## src/rtl/psum_collector.sv

```systemverilog
// Column-bottom partial-sum collector: accumulates K-tile psum beats per output,
// requantizes each finished sum to 16 bits and queues it in a small result FIFO.
module psum_collector #(
    parameter int ACC_WIDTH = 40,
    parameter int DEPTH     = 4
) (
    input  logic               clk,
    input  logic               RST,
    input  logic               start,
    input  logic [7:0]         num_tiles,
    input  logic [7:0]         num_outputs,
    input  logic [4:0]         shift_amt,
    input  logic               relu_en,
    input  logic               psum_valid,
    input  logic signed [31:0] psum_in,
    output logic               psum_ready,
    output logic               out_valid,
    output logic signed [15:0] out_data,
    input  logic               out_ready,
    output logic               busy,
    output logic               done,
    output logic               acc_ovf
);

    localparam int AW = $clog2(DEPTH);
    localparam logic [AW:0] FULL = (AW + 1)'(DEPTH);
    localparam logic signed [ACC_WIDTH:0] SAT_MAX = (ACC_WIDTH + 1)'(32767);
    localparam logic signed [ACC_WIDTH:0] SAT_MIN = -SAT_MAX - 1;

    typedef enum logic [1:0] {IDLE, ACCUM, DRAIN} state_t;

    state_t                       state;
    logic [7:0]                   tiles_cfg;
    logic [7:0]                   outs_cfg;
    logic [4:0]                   shift_cfg;
    logic                         relu_cfg;
    logic [7:0]                   tile_cnt;
    logic [7:0]                   out_cnt;
    logic signed [ACC_WIDTH-1:0]  acc;
    logic signed [ACC_WIDTH-1:0]  psum_ext;
    logic signed [ACC_WIDTH-1:0]  sum;
    logic                         ovf;
    logic                         accept;
    logic                         last_beat;
    logic                         push;
    logic                         pop;
    logic [AW:0]                  count;
    logic [AW-1:0]                wr_ptr;
    logic [AW-1:0]                rd_ptr;
    logic signed [15:0]           mem [DEPTH];

    function automatic logic signed [15:0] sat16(input logic signed [ACC_WIDTH:0] r);
        if (r > SAT_MAX)
            return 16'sh7fff;
        else if (r < SAT_MIN)
            return 16'sh8000;
        else
            return $signed(r[15:0]);
    endfunction

    // Round-half-up before the arithmetic shift; one guard bit keeps the add exact.
    function automatic logic signed [15:0] requant(input logic signed [ACC_WIDTH-1:0] s,
                                                   input logic [4:0] sh,
                                                   input logic relu);
        logic signed [ACC_WIDTH:0] ext;
        logic signed [ACC_WIDTH:0] rnd;
        logic signed [ACC_WIDTH:0] r;
        ext = {s[ACC_WIDTH-1], s};
        rnd = (sh == 5'd0) ? '0 : ((ACC_WIDTH + 1)'(1) << (sh - 5'd1));
        r = (ext + rnd) >>> sh;
        if (relu && r[ACC_WIDTH])
            r = '0;
        return sat16(r);
    endfunction

    always_comb begin
        psum_ext   = ACC_WIDTH'(psum_in);
        sum        = acc + psum_ext;
        ovf        = (acc[ACC_WIDTH-1] == psum_ext[ACC_WIDTH-1]) &&
                     (sum[ACC_WIDTH-1] != acc[ACC_WIDTH-1]);
        psum_ready = (state == ACCUM) && (count < FULL);
        accept     = psum_valid && psum_ready;
        last_beat  = (tile_cnt == tiles_cfg - 8'd1);
        push       = accept && last_beat;
        out_valid  = (count != '0);
        pop        = out_valid && out_ready;
        out_data   = out_valid ? mem[rd_ptr] : '0;
    end

    always_ff @(posedge clk or posedge RST) begin
        if (RST) begin
            state    <= IDLE;
            busy     <= 1'b0;
            done     <= 1'b0;
            acc_ovf  <= 1'b0;
            tile_cnt <= '0;
            out_cnt  <= '0;
            count    <= '0;
            wr_ptr   <= '0;
            rd_ptr   <= '0;
        end else begin
            done <= 1'b0;
            if (push)
                wr_ptr <= wr_ptr + AW'(1);
            if (pop)
                rd_ptr <= rd_ptr + AW'(1);
            case ({push, pop})
                2'b10:   count <= count + (AW + 1)'(1);
                2'b01:   count <= count - (AW + 1)'(1);
                default: count <= count;
            endcase
            case (state)
                IDLE: begin
                    if (start) begin
                        busy     <= 1'b1;
                        acc_ovf  <= 1'b0;
                        tile_cnt <= '0;
                        out_cnt  <= '0;
                        state    <= (num_outputs == 8'd0) ? DRAIN : ACCUM;
                    end
                end
                ACCUM: begin
                    if (accept) begin
                        if (ovf)
                            acc_ovf <= 1'b1;
                        if (last_beat) begin
                            tile_cnt <= '0;
                            out_cnt  <= out_cnt + 8'd1;
                            if (out_cnt + 8'd1 == outs_cfg)
                                state <= DRAIN;
                        end else begin
                            tile_cnt <= tile_cnt + 8'd1;
                        end
                    end
                end
                DRAIN: begin
                    // Finish on the edge that leaves the FIFO empty.
                    if (count == '0 || (count == (AW + 1)'(1) && pop)) begin
                        done  <= 1'b1;
                        busy  <= 1'b0;
                        state <= IDLE;
                    end
                end
                default: state <= IDLE;
            endcase
        end
    end

    // Datapath registers carry no reset; start re-initialises them for each job.
    always_ff @(posedge clk) begin
        if (state == IDLE && start) begin
            tiles_cfg <= (num_tiles == 8'd0) ? 8'd1 : num_tiles;
            outs_cfg  <= num_outputs;
            shift_cfg <= shift_amt;
            relu_cfg  <= relu_en;
            acc       <= '0;
        end else if (accept) begin
            acc <= last_beat ? '0 : sum;
        end
        if (push)
            mem[wr_ptr] <= requant(sum, shift_cfg, relu_cfg);
    end

endmodule

```

## config.mk

```make
export PLATFORM = sky130hd
export DESIGN_NAME = psum_collector
export DESIGN_NICKNAME = d
export VERILOG_FILES = /design/src/rtl/psum_collector.sv
export SDC_FILE = /design/constraint.sdc
export NUM_CORES = 1
export LEC_CHECK = 0
export CAP_MARGIN = 25
export CORE_ASPECT_RATIO = 1.75
export CORE_UTILIZATION = 41
export CTS_BUF_LIST = sky130_fd_sc_hd__clkbuf_16
export CTS_CLUSTER_DIAMETER = 80
export CTS_CLUSTER_SIZE = 12
export DETAILED_ROUTE_END_ITERATION = 16
export HOLD_SLACK_MARGIN = 0.15
export PLACE_DENSITY_LB_ADDON = 0.2
export SLEW_MARGIN = 5
export SYNTH_ARGS = -nofsm -noshare
export SYNTH_HDL_FRONTEND = slang
export SYNTH_SLANG_ARGS = --single-unit
```

## constraint.sdc

```tcl
create_clock -name clk -period 22.1 [get_ports clk]
set_clock_uncertainty 0.15 [all_clocks]
set_input_delay 2.21 -clock clk [delete_from_list [all_inputs] [get_ports clk]]
set_output_delay 2.21 -clock clk [all_outputs]
set_load 0.03 [all_outputs]
```

==> results.yml <==
route:
  antenna_left: 0
  dr.pass1.iters: 5
  via_count: 13100
  route.met3.wl_mm: 1.39
  met1_length_mm: 17.1
  drc: 0
  wl_per_cell_um: 21.7
  via_per_inst: 6.09
  wl_mm: 46.7
  highest-signal-layer: "met4"
  drt_iter0_drc: 738
  wl_met2_mm: 25.2
sta:
  tns_ps: 0
  worst_pin_slew_ps: 1030
  setup_viol: 0
  fin_crit_sh_pct: 47.1
  finalWorstSetupSlack_ps: 11680
  hold_viol_final: 0
  drv_slew: 0
  rsz0062_at_grt: "false"
  max_freq_mhz: 96.0
  min_period_ps: 10420
  relSlewSlack_pct: 30.8
critical_path:
  worstPathRequired_ps: 22060
  crit_fanout: 15
  arrival_ps: 10380
  cp_top_family: "compound AO/OA/AOI/OAI gates"
  cp.depth: 24
  startpoint: "psum_in[16]"
  rrSetupSlack_ps: 13550
  setup.worst_path.end_class: "register"
  critPathKind: "in -> reg"
  cp_slowest_stage_delay_ps: 850
  cp_cell_sequence: "clkdlybuf4s50_1 -> ha_1 -> a21oi_1 -> o21a_1 -> nor2_1 -> a211oi_1 -> nand2_1 -> xor2_1 -> ha_1 -> and2_4 -> nand3_1 -> nor4_1 -> o21ai_1 -> a31o_1 -> a2111oi_4 -> and4_1 -> mux2i_1 -> o32a_1 -> o31a_1 -> a2bb2oi_1 -> nor2_1 -> a41o_1 -> a21oi_2 -> o21ai_0"
  setup.worst_path.end: "mem[2][3]"
  r2r_start: "acc[16]"
  slowest_stage: "a211oi_1"
  critPathBufInv: 1
  reg2reg_depth: 23
  timing.rr.end: "mem[2][3]"
  worstSetupStartpointType: "input pin"
synth:
  synth_edf_count: 86
  syn_nets: 1807
  synth_cells: 1663
  synth_cell_type_count: 95
  syn-cell-area_um2: 14100
  syn_avg_cell_area_um2: 8.47
  yosysWarningCount: 0
  ys_seq_area_share_pct: 29.0
  synthFlopType: "edfxtp_1"
  async_flop_share_pct: 18.2
  synth-seq-cells: 154
pwr:
  powerDensity_nw_per_um2: 137
  ir_worst_vdd_mv: 0.0698
  p_leak_nw: 6.06
  totalPowerFinal_mw: 2.16
floorplanning:
  die_height_um: 247
  die-area_um2: 35100
  fp-row-count: 89
  core_area_um2: 33700
  initial_core_util_pct: 41.7
  ios: 80
  fp.dieW_um: 142
global_route:
  grt_usage_pct: 27.5
  grt-ovfl-total: 0
  grt_pass1_wl_mm: 73.2
  grt_max_degree: 53
  antenna_found_initial: 0
  grt_pass1_vias: 13400
clock_tree:
  cts_setup_buffers: 0
  h-tree-depth: 4
  clk_latency_ps: 460
  clockBufferDepth: 2
  ctsResizeCount: 0
  clock_sinks: 154
  cts_buffers: 17
  cts_tree: "built"
  cts.clk_slew.worst_paths_ps: 70
  clock-root-buffer: "clkbuf_16"
  ctsHoldBuffers: 0
place:
  place_area_um2: 15200
  place.gp.congestion: 1.04
  dp_hpwl_mm: 36.4
  post-place-ws_ps: 11500
  portBuffers: 79
min_path:
  hold_path_class: "reg -> reg"
  hp-start: "acc[37]"
cells_and_area:
  seqCellArea_um2: 4080
  nFillCells: 3341
  multi_input_area_um2: 9490
  num_antenna_cells: 0
  drive_gt1_share_pct: 9.02
  area_growth_pct: 12.4
  postLayoutCellArea_um2: 15800
  final_nets: 1827
run_status:
  outcome: "complete, no violations"
run:
  maxCapViolations: 0
[stage by stage]
step / utilization (%) / instances / hold slack (ps)
global placement: 45.0 / 2117 / 289
detailed placement: 45.0 / 2118 / 296
finish: 46.9 / 2151 / 311
CTS: 46.8 / 2150 / 314
floorplan: - / 1663 / 274
global route: 46.9 / 2151 / 336
[layer usage]
metal / up-vias / global-route usage (%)
li1: 6272 / -
met1: 6331 / 27.5
met2: 353 / 52.0
met3: 143 / 3.31
met4: 0 / 19.1
met5: - / 0
[tightest hold or removal path, delay by kind of cell, from the launching register on]
kind,cells,cell delay (ps)
compound gates,1,50
flops,1,330
simple gates,1,50
[final cells by class]
class                      instances  area share [%]
timing repair buffer              98            6.05
tap                              455            3.60
clock buffer                      18            2.85
multi-input combinational       1377            59.9
inverter                          35           0.830
sequential                       154            25.8
clock inverter                    14           0.941
[registers in the layout, summed over array words and instances (netlist names)]
register   flops
mem           64
done           1
rd_ptr         2
wr_ptr         2
acc_ovf        1
tile_cnt       8
busy           1
out_cnt        8
acc           40
tiles_cfg      8
relu_cfg       1
count          3
shift_cfg      5
outs_cfg       8
state          2
[where the power goes]
group	internal, mW	switching (mW)
Sequential	0.375	0.0360
Combinational	0.536	0.904
Clock	0.167	0.143
Total	1.08	1.08
[kinds of logic after synthesis]
family | Yosys count | share of synthesized area [%]
simple gates | 606 | 20.4
mux | 95 | 10.0
other cells | 1 | 0.0266
xor+xnor | 94 | 5.85
fa+ha+maj | 85 | 7.66
buf+inv | 132 | 3.78
flops | 154 | 29.0
compound gates | 496 | 23.3
[worst min-delay path by stage]
stage	to	cells after the start
floorplan	acc[33]	2
global placement	acc[22]	2
detailed placement	acc[35]	2
CTS	acc[37]	2
global route	acc[37]	2
finish	acc[37]	2
[placed cells by master, fill, tap and decap left out, drive strengths merged, types with 17 or more instances in the layout]
master and n:
mux2 17, edfxtp 86, and2 34, dfxtp 40
nand2 208, nand4 34, dfrtp 28, o21a 17
xor2 39, nor4 17, nor3 39, a21oi 126
clkdlybuf4s50 79, nand2b 18, xnor2 55, o21ai 143
o211ai 20, nor2 155, a211oi 24, nand3 39
ha 83, a21o 24, buf 19, inv 44
clkbuf 18, mux2i 43, mux4 35
[cell usage after synthesis, types with 28 or more instances]
cell      instances  area (um2)
nand2_1         208         781
nor2_1          155         582
o21ai_0         126         631
a21oi_1         123         616
edfxtp_1         86        2580
ha_1             83        1040
clkbuf_1         70         263
xnor2_1          55         482
mux2i_1          43         430
dfxtp_1          40         801
xor2_1           39         342
nand3_1          38         190
nor3_1           38         190
mux4_2           35         788
and2_1           33         206
inv_1            33         124
nand4_1          32         200
dfrtp_1          28         701
Note: power is estimated with default switching activity, not from simulation.
